File: src/rtl/mem_arb_pkg.sv
// Shared types for the two-requester byte-RAM arbiter: request record,
// arbiter state encoding and RAM geometry.
package mem_arb_pkg;

  localparam int MEM_ADDR_BITS = 2;
  localparam int MEM_DEPTH     = 2 ** MEM_ADDR_BITS;

  typedef struct packed {
    logic                     we;
    logic [MEM_ADDR_BITS-1:0] addr;
    logic [7:0]               wdata;
  } mem_req_t;

  typedef enum logic {
    RUN   = 1'b0,
    SWEEP = 1'b1
  } arb_state_t;

endpackage

File: src/rtl/mem_req_slot.sv
// One-deep request register for a single requester. Holds the captured
// request until the arbiter grants it; ready is low while it is occupied.
module mem_req_slot
  import mem_arb_pkg::*;
(
  input  logic                     clock,
  input  logic                     reset,
  input  logic                     i_enable,
  input  logic                     i_valid,
  input  logic                     i_we,
  input  logic [MEM_ADDR_BITS-1:0] i_addr,
  input  logic [7:0]               i_wdata,
  input  logic                     i_clear,
  output logic                     o_ready,
  output logic                     o_pend,
  output logic                     o_we,
  output logic [MEM_ADDR_BITS-1:0] o_addr,
  output logic [7:0]               o_wdata
);

  mem_req_t r_req;
  logic     r_pend;
  logic     w_accept;

  // A request is taken on valid & ready. ready depends only on registered
  // state, so a slot is never refilled in the cycle it is granted.
  assign o_ready  = i_enable & ~r_pend;
  assign w_accept = i_valid & o_ready;

  always_ff @(posedge clock) begin
    if (!reset) begin
      r_pend <= 1'b0;
      r_req  <= '0;
    end else if (w_accept) begin
      r_pend <= 1'b1;
      r_req  <= '{we: i_we, addr: i_addr, wdata: i_wdata};
    end else if (i_clear) begin
      r_pend <= 1'b0;
    end
  end

  assign o_pend  = r_pend;
  assign o_we    = r_req.we;
  assign o_addr  = r_req.addr;
  assign o_wdata = r_req.wdata;

endmodule

File: src/rtl/mem_arbiter.sv
// Round-robin arbiter for two requesters sharing a single-port byte RAM.
// Optional MEM_ARB_ZERO_INIT_EN adds a post-reset sweep writing zeros.
module mem_arbiter
  import mem_arb_pkg::*;
#(
  parameter int ADDR_BITS = MEM_ADDR_BITS,
  parameter int NUM_REQ   = 2
) (
  input  logic                 clock,
  input  logic                 reset,
  input  logic                 req0_valid,
  input  logic                 req0_we,
  input  logic [ADDR_BITS-1:0] req0_addr,
  input  logic [7:0]           req0_wdata,
  output logic                 req0_ready,
  output logic                 req0_rvalid,
  output logic [7:0]           req0_rdata,
  input  logic                 req1_valid,
  input  logic                 req1_we,
  input  logic [ADDR_BITS-1:0] req1_addr,
  input  logic [7:0]           req1_wdata,
  output logic                 req1_ready,
  output logic                 req1_rvalid,
  output logic [7:0]           req1_rdata,
  output logic [ADDR_BITS-1:0] mem_addr,
  output logic                 mem_we,
  output logic [7:0]           mem_wdata,
  input  logic [7:0]           mem_rdata,
  output logic                 busy,
  output logic                 dbg_state
);

`ifdef MEM_ARB_ZERO_INIT_EN
  localparam arb_state_t RESET_STATE = SWEEP;
`else
  localparam arb_state_t RESET_STATE = RUN;
`endif

  arb_state_t                   r_state;
  arb_state_t                   w_state_next;
  logic [ADDR_BITS-1:0]         r_sweep_addr;
  logic [$clog2(NUM_REQ)-1:0]   r_rr_ptr;
  logic                         r_rvalid0;
  logic                         r_rvalid1;
  logic [7:0]                   r_rdata0;
  logic [7:0]                   r_rdata1;

  logic                         w_run;
  logic                         w_pend0;
  logic                         w_pend1;
  logic                         w_we0;
  logic                         w_we1;
  logic [ADDR_BITS-1:0]         w_addr0;
  logic [ADDR_BITS-1:0]         w_addr1;
  logic [7:0]                   w_wdata0;
  logic [7:0]                   w_wdata1;
  logic                         w_grant0;
  logic                         w_grant1;
  logic                         w_mem_we;
  logic [ADDR_BITS-1:0]         w_mem_addr;
  logic [7:0]                   w_mem_wdata;

  assign w_run = (r_state == RUN);

  mem_req_slot u_slot0 (
    .clock    (clock),
    .reset    (reset),
    .i_enable (w_run),
    .i_valid  (req0_valid),
    .i_we     (req0_we),
    .i_addr   (req0_addr),
    .i_wdata  (req0_wdata),
    .i_clear  (w_grant0),
    .o_ready  (req0_ready),
    .o_pend   (w_pend0),
    .o_we     (w_we0),
    .o_addr   (w_addr0),
    .o_wdata  (w_wdata0)
  );

  mem_req_slot u_slot1 (
    .clock    (clock),
    .reset    (reset),
    .i_enable (w_run),
    .i_valid  (req1_valid),
    .i_we     (req1_we),
    .i_addr   (req1_addr),
    .i_wdata  (req1_wdata),
    .i_clear  (w_grant1),
    .o_ready  (req1_ready),
    .o_pend   (w_pend1),
    .o_we     (w_we1),
    .o_addr   (w_addr1),
    .o_wdata  (w_wdata1)
  );

  // rr_ptr names the requester that wins when both are pending.
  assign w_grant0 = w_run & w_pend0 & (~w_pend1 | (r_rr_ptr == 1'b0));
  assign w_grant1 = w_run & w_pend1 & (~w_pend0 | (r_rr_ptr == 1'b1));

  always_ff @(posedge clock) begin
    if (!reset) begin
      r_state <= RESET_STATE;
    end else begin
      r_state <= w_state_next;
    end
  end

  always_comb begin
    w_state_next = r_state;
    case (r_state)
      SWEEP:   if (&r_sweep_addr) w_state_next = RUN;
      RUN:     w_state_next = RUN;
      default: w_state_next = RUN;
    endcase
  end

  always_ff @(posedge clock) begin
    if (!reset) begin
      r_sweep_addr <= '0;
    end else if (r_state == SWEEP) begin
      r_sweep_addr <= r_sweep_addr + 1'b1;
    end
  end

  always_comb begin
    w_mem_we    = 1'b0;
    w_mem_addr  = '0;
    w_mem_wdata = 8'h00;
    if (r_state == SWEEP) begin
      w_mem_we   = 1'b1;
      w_mem_addr = r_sweep_addr;
    end else if (w_grant0) begin
      w_mem_we    = w_we0;
      w_mem_addr  = w_addr0;
      w_mem_wdata = w_wdata0;
    end else if (w_grant1) begin
      w_mem_we    = w_we1;
      w_mem_addr  = w_addr1;
      w_mem_wdata = w_wdata1;
    end
  end

  // The RAM writes on the same edge that applies reset, so gate the strobe.
  assign mem_we    = w_mem_we & reset;
  assign mem_addr  = w_mem_addr;
  assign mem_wdata = w_mem_wdata;

  always_ff @(posedge clock) begin
    if (!reset) begin
      r_rr_ptr  <= '0;
      r_rvalid0 <= 1'b0;
      r_rvalid1 <= 1'b0;
      r_rdata0  <= 8'h00;
      r_rdata1  <= 8'h00;
    end else begin
      r_rvalid0 <= w_grant0 & ~w_we0;
      r_rvalid1 <= w_grant1 & ~w_we1;
      if (w_grant0 & ~w_we0) r_rdata0 <= mem_rdata;
      if (w_grant1 & ~w_we1) r_rdata1 <= mem_rdata;
      if (w_grant0 | w_grant1) r_rr_ptr <= w_grant0 ? 1'b1 : 1'b0;
    end
  end

  assign req0_rvalid = r_rvalid0;
  assign req1_rvalid = r_rvalid1;
  assign req0_rdata  = r_rdata0;
  assign req1_rdata  = r_rdata1;
  assign busy        = w_pend0 | w_pend1 | (r_state == SWEEP);
  assign dbg_state   = r_state;

endmodule

File: config.mk
export PLATFORM = sky130hd
export DESIGN_NAME = mem_arbiter
export DESIGN_NICKNAME = d
export VERILOG_FILES = /design/src/rtl/mem_arb_pkg.sv /design/src/rtl/mem_req_slot.sv /design/src/rtl/mem_arbiter.sv
export SDC_FILE = /design/constraint.sdc
export NUM_CORES = 1
export LEC_CHECK = 0
export BUFFER_PORTS_ARGS = -buffer_cell sky130_fd_sc_hd__buf_2
export CORE_MARGIN = 4
export CORE_UTILIZATION = 40
export CTS_BUF_LIST = sky130_fd_sc_hd__clkbuf_8
export DETAILED_ROUTE_END_ITERATION = 7
export HOLD_SLACK_MARGIN = 0.03
export PLACE_DENSITY = 0.73
export SYNTH_ARGS = -nofsm -noshare
export SYNTH_HDL_FRONTEND = slang
export SYNTH_SLANG_ARGS = --single-unit
File: constraint.sdc
create_clock -name clock -period 1.3 [get_ports clock]
set_input_delay 0.39 -clock clock [delete_from_list [all_inputs] [get_ports clock]]
set_output_delay 0.39 -clock clock [all_outputs]
set_load 0.1 [all_outputs]
==> qor.tcl <==
set qor(outcome) {finished, violations left}
set qor(failed_checks) {negative setup slack}
set qor(post-route-worst-setup-slack_ps) -593
set qor(dr.pass1.iters) 4
set qor(synth.ff_latch_count) 46
set qor(holdPathEnd) {req1_rdata[4]}
set qor(max_freq_ghz) 0.528
set qor(grt_overflow_total) 0
set qor(design.die.area_um2) 6110
set qor(clk_sink_count) 46
set qor(seq_power_share) 0.415
set qor(yosys_warnings) 0
set qor(synthSimpleGateAreaFrac) 0.192
set qor(synth_top_area_frac) 0.468
set qor(ctsHoldBuffers) 0
set qor(finalHoldViolations) 0
set qor(setup.worst_path.start_class) {register}
set qor(setup_viol_count_final) 55
set qor(power.ir.vdd_worst_v) 0.000834
set qor(worst_path_cell_trace) {and2b_2 -> nor2_4 -> buf_12 -> a22o_4 -> buf_12}
set qor(cp_data_arrival_time_ps) 1500
set qor(grt_antenna_before_repair) 0
set qor(layout.nets) 318
set qor(worst_hold_path_type) {input port to register}
set qor(pin_count_of_the_biggest_net_entering_global_routing) 30
set qor(remaining_drc_errors) 0
set qor(post-layout-total-power_mw) 3.82
set qor(core-area_um2) 4750
set qor(via_count_of_the_first_global_routing_pass) 1645
set qor(floorplan_row_count) 25
set qor(synthAdderAreaFrac) 0.00635
set qor(synth_top_cells_by_count) {sky130_fd_sc_hd__dfxtp_1, sky130_fd_sc_hd__mux2i_1, sky130_fd_sc_hd__nand2_1}
set qor(dominantRegCellSynth) {sky130_fd_sc_hd__dfxtp_1}
set qor(globalRouteTotalUtil) 0.172
set qor(ys_seq_area_frac) 0.468
set qor(max_slew_margin) 0.838
set qor(drt-vias-per-instance) 4.75
set qor(async_set_or_reset_register_ratio_after_synthesis) 0
set qor(yosys.cell_types.count) 29
set qor(final-instance-count-excl-fill) 351
set qor(cts_max_level) 2
set qor(mappedNetlistNets) 225
set qor(initial_utilization) 0.414
set qor(timing_worst_setup_path_type) {register to primary output}
set qor(leading_cell_type_by_number_of_instances_after_synthesis) {sky130_fd_sc_hd__dfxtp_1}
set qor(most_numerous_cell_on_the_critical_path) {sky130_fd_sc_hd__buf_12}
set qor(critical_path.max_fanout) 8
set qor(synth-compound-area-share) 0.0845
set qor(cts-root-to-sink-buffers) 2
set qor(power_density_nw_per_um2) 1100
set qor(grt_setup_unrepaired) {true}
set qor(fp.dieW_um) 78.2
set qor(wirelength_routed_mm) 5.41
set qor(p_comb_frac) 0.315
set qor(total_via_count_in_the_routed_design) 1669
set qor(mappedNetlistArea_um2) 1970
set qor(clkTransAtPathRegs_ps) 90
set qor(cellLeakagePower_nw) 1.48
set qor(maxSlewViolCount) 0
set qor(cts.root.buffer_cell) {sky130_fd_sc_hd__clkbuf_8}
set qor(dp_cells) 332
set qor(area_growth_syn_to_fin_pct) 76.6
set qor(net-switching-power_mw) 1.24
set qor(post-dp-hpwl_mm) 3.73
set qor(critical_path_rt_ps) 910
set qor(gp_routability_congestion) 0.798
set qor(post_drt_wl_per_cell_um) 15.4
set qor(synth_area_per_cell_um2) 10.4
set qor(worst_slew_pin_slew_ps) 242
set qor(clock_power_share) 0.270
set qor(tritoncts) {yes}
set qor(rr_endpoint) {u_slot0.o_wdata[5]}
set qor(final.min_clock_period_ps) 1890
set qor(stage_delay_of_the_slowest_cell_on_the_critical_path_ps) 360
set qor(num_antenna_cells) 0
set qor(fp.dieH_um) 78.2
set qor(design.portCount) 67
set qor(worst_clock_skew_ps) 14.6
set qor(port_buffers) 66
set qor(rrSetupSlack_ps) -300
set qor(netlist.top_cell.by_area) {sky130_fd_sc_hd__dfxtp_1}
set qor(final.period_utilization) 1.46
set qor(postSynthCellCount) 190
set qor(synth_mux_area_frac) 0.198
set qor(setup_tns_ps) -13040
set qor(maxCapViolCount) 0
set qor(cts_inserted_buffers) 5
set qor(synthTopCellsByArea) {sky130_fd_sc_hd__dfxtp_1, sky130_fd_sc_hd__mux2i_1, sky130_fd_sc_hd__nor2b_1, sky130_fd_sc_hd__nand2_1, sky130_fd_sc_hd__a22o_1}
set qor(global_route_wire_length_before_repair_mm) 8.31
set qor(share_of_layout_cells_above_drive_strength_1) 0.549
set qor(clock_insertion_delay_worst_skew_ps) 300
set qor(combinational_family_with_the_most_area_after_synthesis) {multiplexers}
set qor(power_switching_share) 0.325
set qor(cp_slowest_cell) {sky130_fd_sc_hd__dfxtp_2}
set qor(synth_edf_count) 0
set qor(reg2reg_from) {dbg_state}
set qor(p_int_mw) 2.58
set qor(first_iter_violations) 61
set qor(worstRegToRegCells) 8
set qor(worst_hold_path.num_cells) 3
set qor(timing.critical_path.to_type) {primary output}
set qor(hold_path.startpoint) {mem_rdata[4]}
set qor(cp_launch_point) {r_rr_ptr}
set qor(antenna_left) 0
set qor(synth_xor_xnor_area_share) 0.00445
-- timing repair --
| action | in CTS | in global routing |
|---|---|---|
| pin swaps | 5 | 5 |
| gates resized for setup | 22 | 19 |
| endpoints found under the setup margin | 54 | 56 |
| cloned | 2 | 0 |
| endpoints found under the hold margin | 0 | 0 |
| setup buffers | 5 | 6 |
-- through the flow --
step | hold slack (ps) | cell area, um2 | utilization | setup slack [ps]
4_1_cts | 343 | 3390 | 0.713 | -591
5_1_grt | 362 | 3480 | 0.731 | -622
3_3_place_gp | 462 | 3130 | 0.658 | -307
2_1_floorplan | 482 | 2140 | - | -460
6_report | 345 | 3480 | 0.731 | -593
3_5_place_dp | 471 | 3130 | 0.658 | -359
-- logic make-up (layout without fill, tap and decap cells) --
family          after synthesis  in the layout
simple gates                 67             67
mux                          39             39
fa+ha+maj                     1              1
xor+xnor                      1              1
compound gates               21             21
buf+inv                      15            109
flops                        46             46
-- how the worst max path moves through the flow --
stage	depth (start not counted)	end	slack (ps)
finish	5	mem_wdata[5]	-590
floorplan	4	mem_addr[1]	-460
detailed placement	4	mem_wdata[5]	-360
global placement	4	mem_wdata[7]	-310
global route	5	mem_wdata[3]	-620
CTS	5	mem_wdata[5]	-590
-- layout make-up --
class,count,area (um2)
inverters,2,7.51
clock inverters,3,37.5
clock buffers,5,68.8
multi-input cells,129,1160
repair buffers,99,1170
flip-flops and latches,46,953
well taps,67,83.8
fillers,333,1280
-- metal layers --
| layer | vias to the layer above | part of all wire | track usage |
|---|---|---|---|
| met2 | 38 | 0.52 | 0.283 |
| met4 | 0 | 0.018 | 0.0717 |
| met1 | 794 | 0.42 | 0.218 |
| met5 | - | 0 | 0 |
| li1 | 829 | - | - |
| met3 | 8 | 0.039 | 0.0378 |
-- power groups by stage --
| stage | clock, mW | sequential [mW] | combinational (mW) |
|---|---|---|---|
| floorplan | 0 | 1.81 | 0.488 |
| global placement | 0 | 1.60 | 1.10 |
| detailed placement | 0 | 1.61 | 1.11 |
| CTS | 1.04 | 1.58 | 1.19 |
| global route | 1.10 | 1.59 | 1.25 |
| finish | 1.03 | 1.58 | 1.20 |
-- sequential cells by signal, indices dropped and copies added, names as in the netlist --
| register | count |
|---|---|
| u_slot1.o_wdata | 8 |
| u_slot0.o_wdata | 8 |
| u_slot1.o_pend | 1 |
| u_slot0.o_addr | 2 |
| r_rr_ptr | 1 |
| req0_rdata | 8 |
| req1_rvalid | 1 |
| dbg_state | 1 |
| u_slot0.o_pend | 1 |
| u_slot1.o_addr | 2 |
| u_slot0.o_we | 1 |
| r_sweep_addr | 2 |
| req1_rdata | 8 |
| u_slot1.o_we | 1 |
| req0_rvalid | 1 |
-- placed cells by master, fill, tap and decap left out, drive strengths merged, types with 2 or more instances in the layout --
| master | instances |
|---|---|
| a21boi | 3 |
| a22o | 8 |
| nor3b | 2 |
| inv | 4 |
| clkbuf | 5 |
| a32oi | 2 |
| buf | 99 |
| nand2b | 2 |
| nor3 | 2 |
| and2 | 4 |
| mux2i | 39 |
| nor2 | 5 |
| dfxtp | 46 |
| nand2 | 27 |
| nor2b | 23 |
| o21ai | 4 |
-- critical path, delay by kind of cell (launching register included) --
family | cells | cell delay [ps]
flops | 1 | 360
simple gates | 2 | 290
compound gates | 1 | 250
buf+inv | 2 | 300
Power figures use the tool's default switching activity.
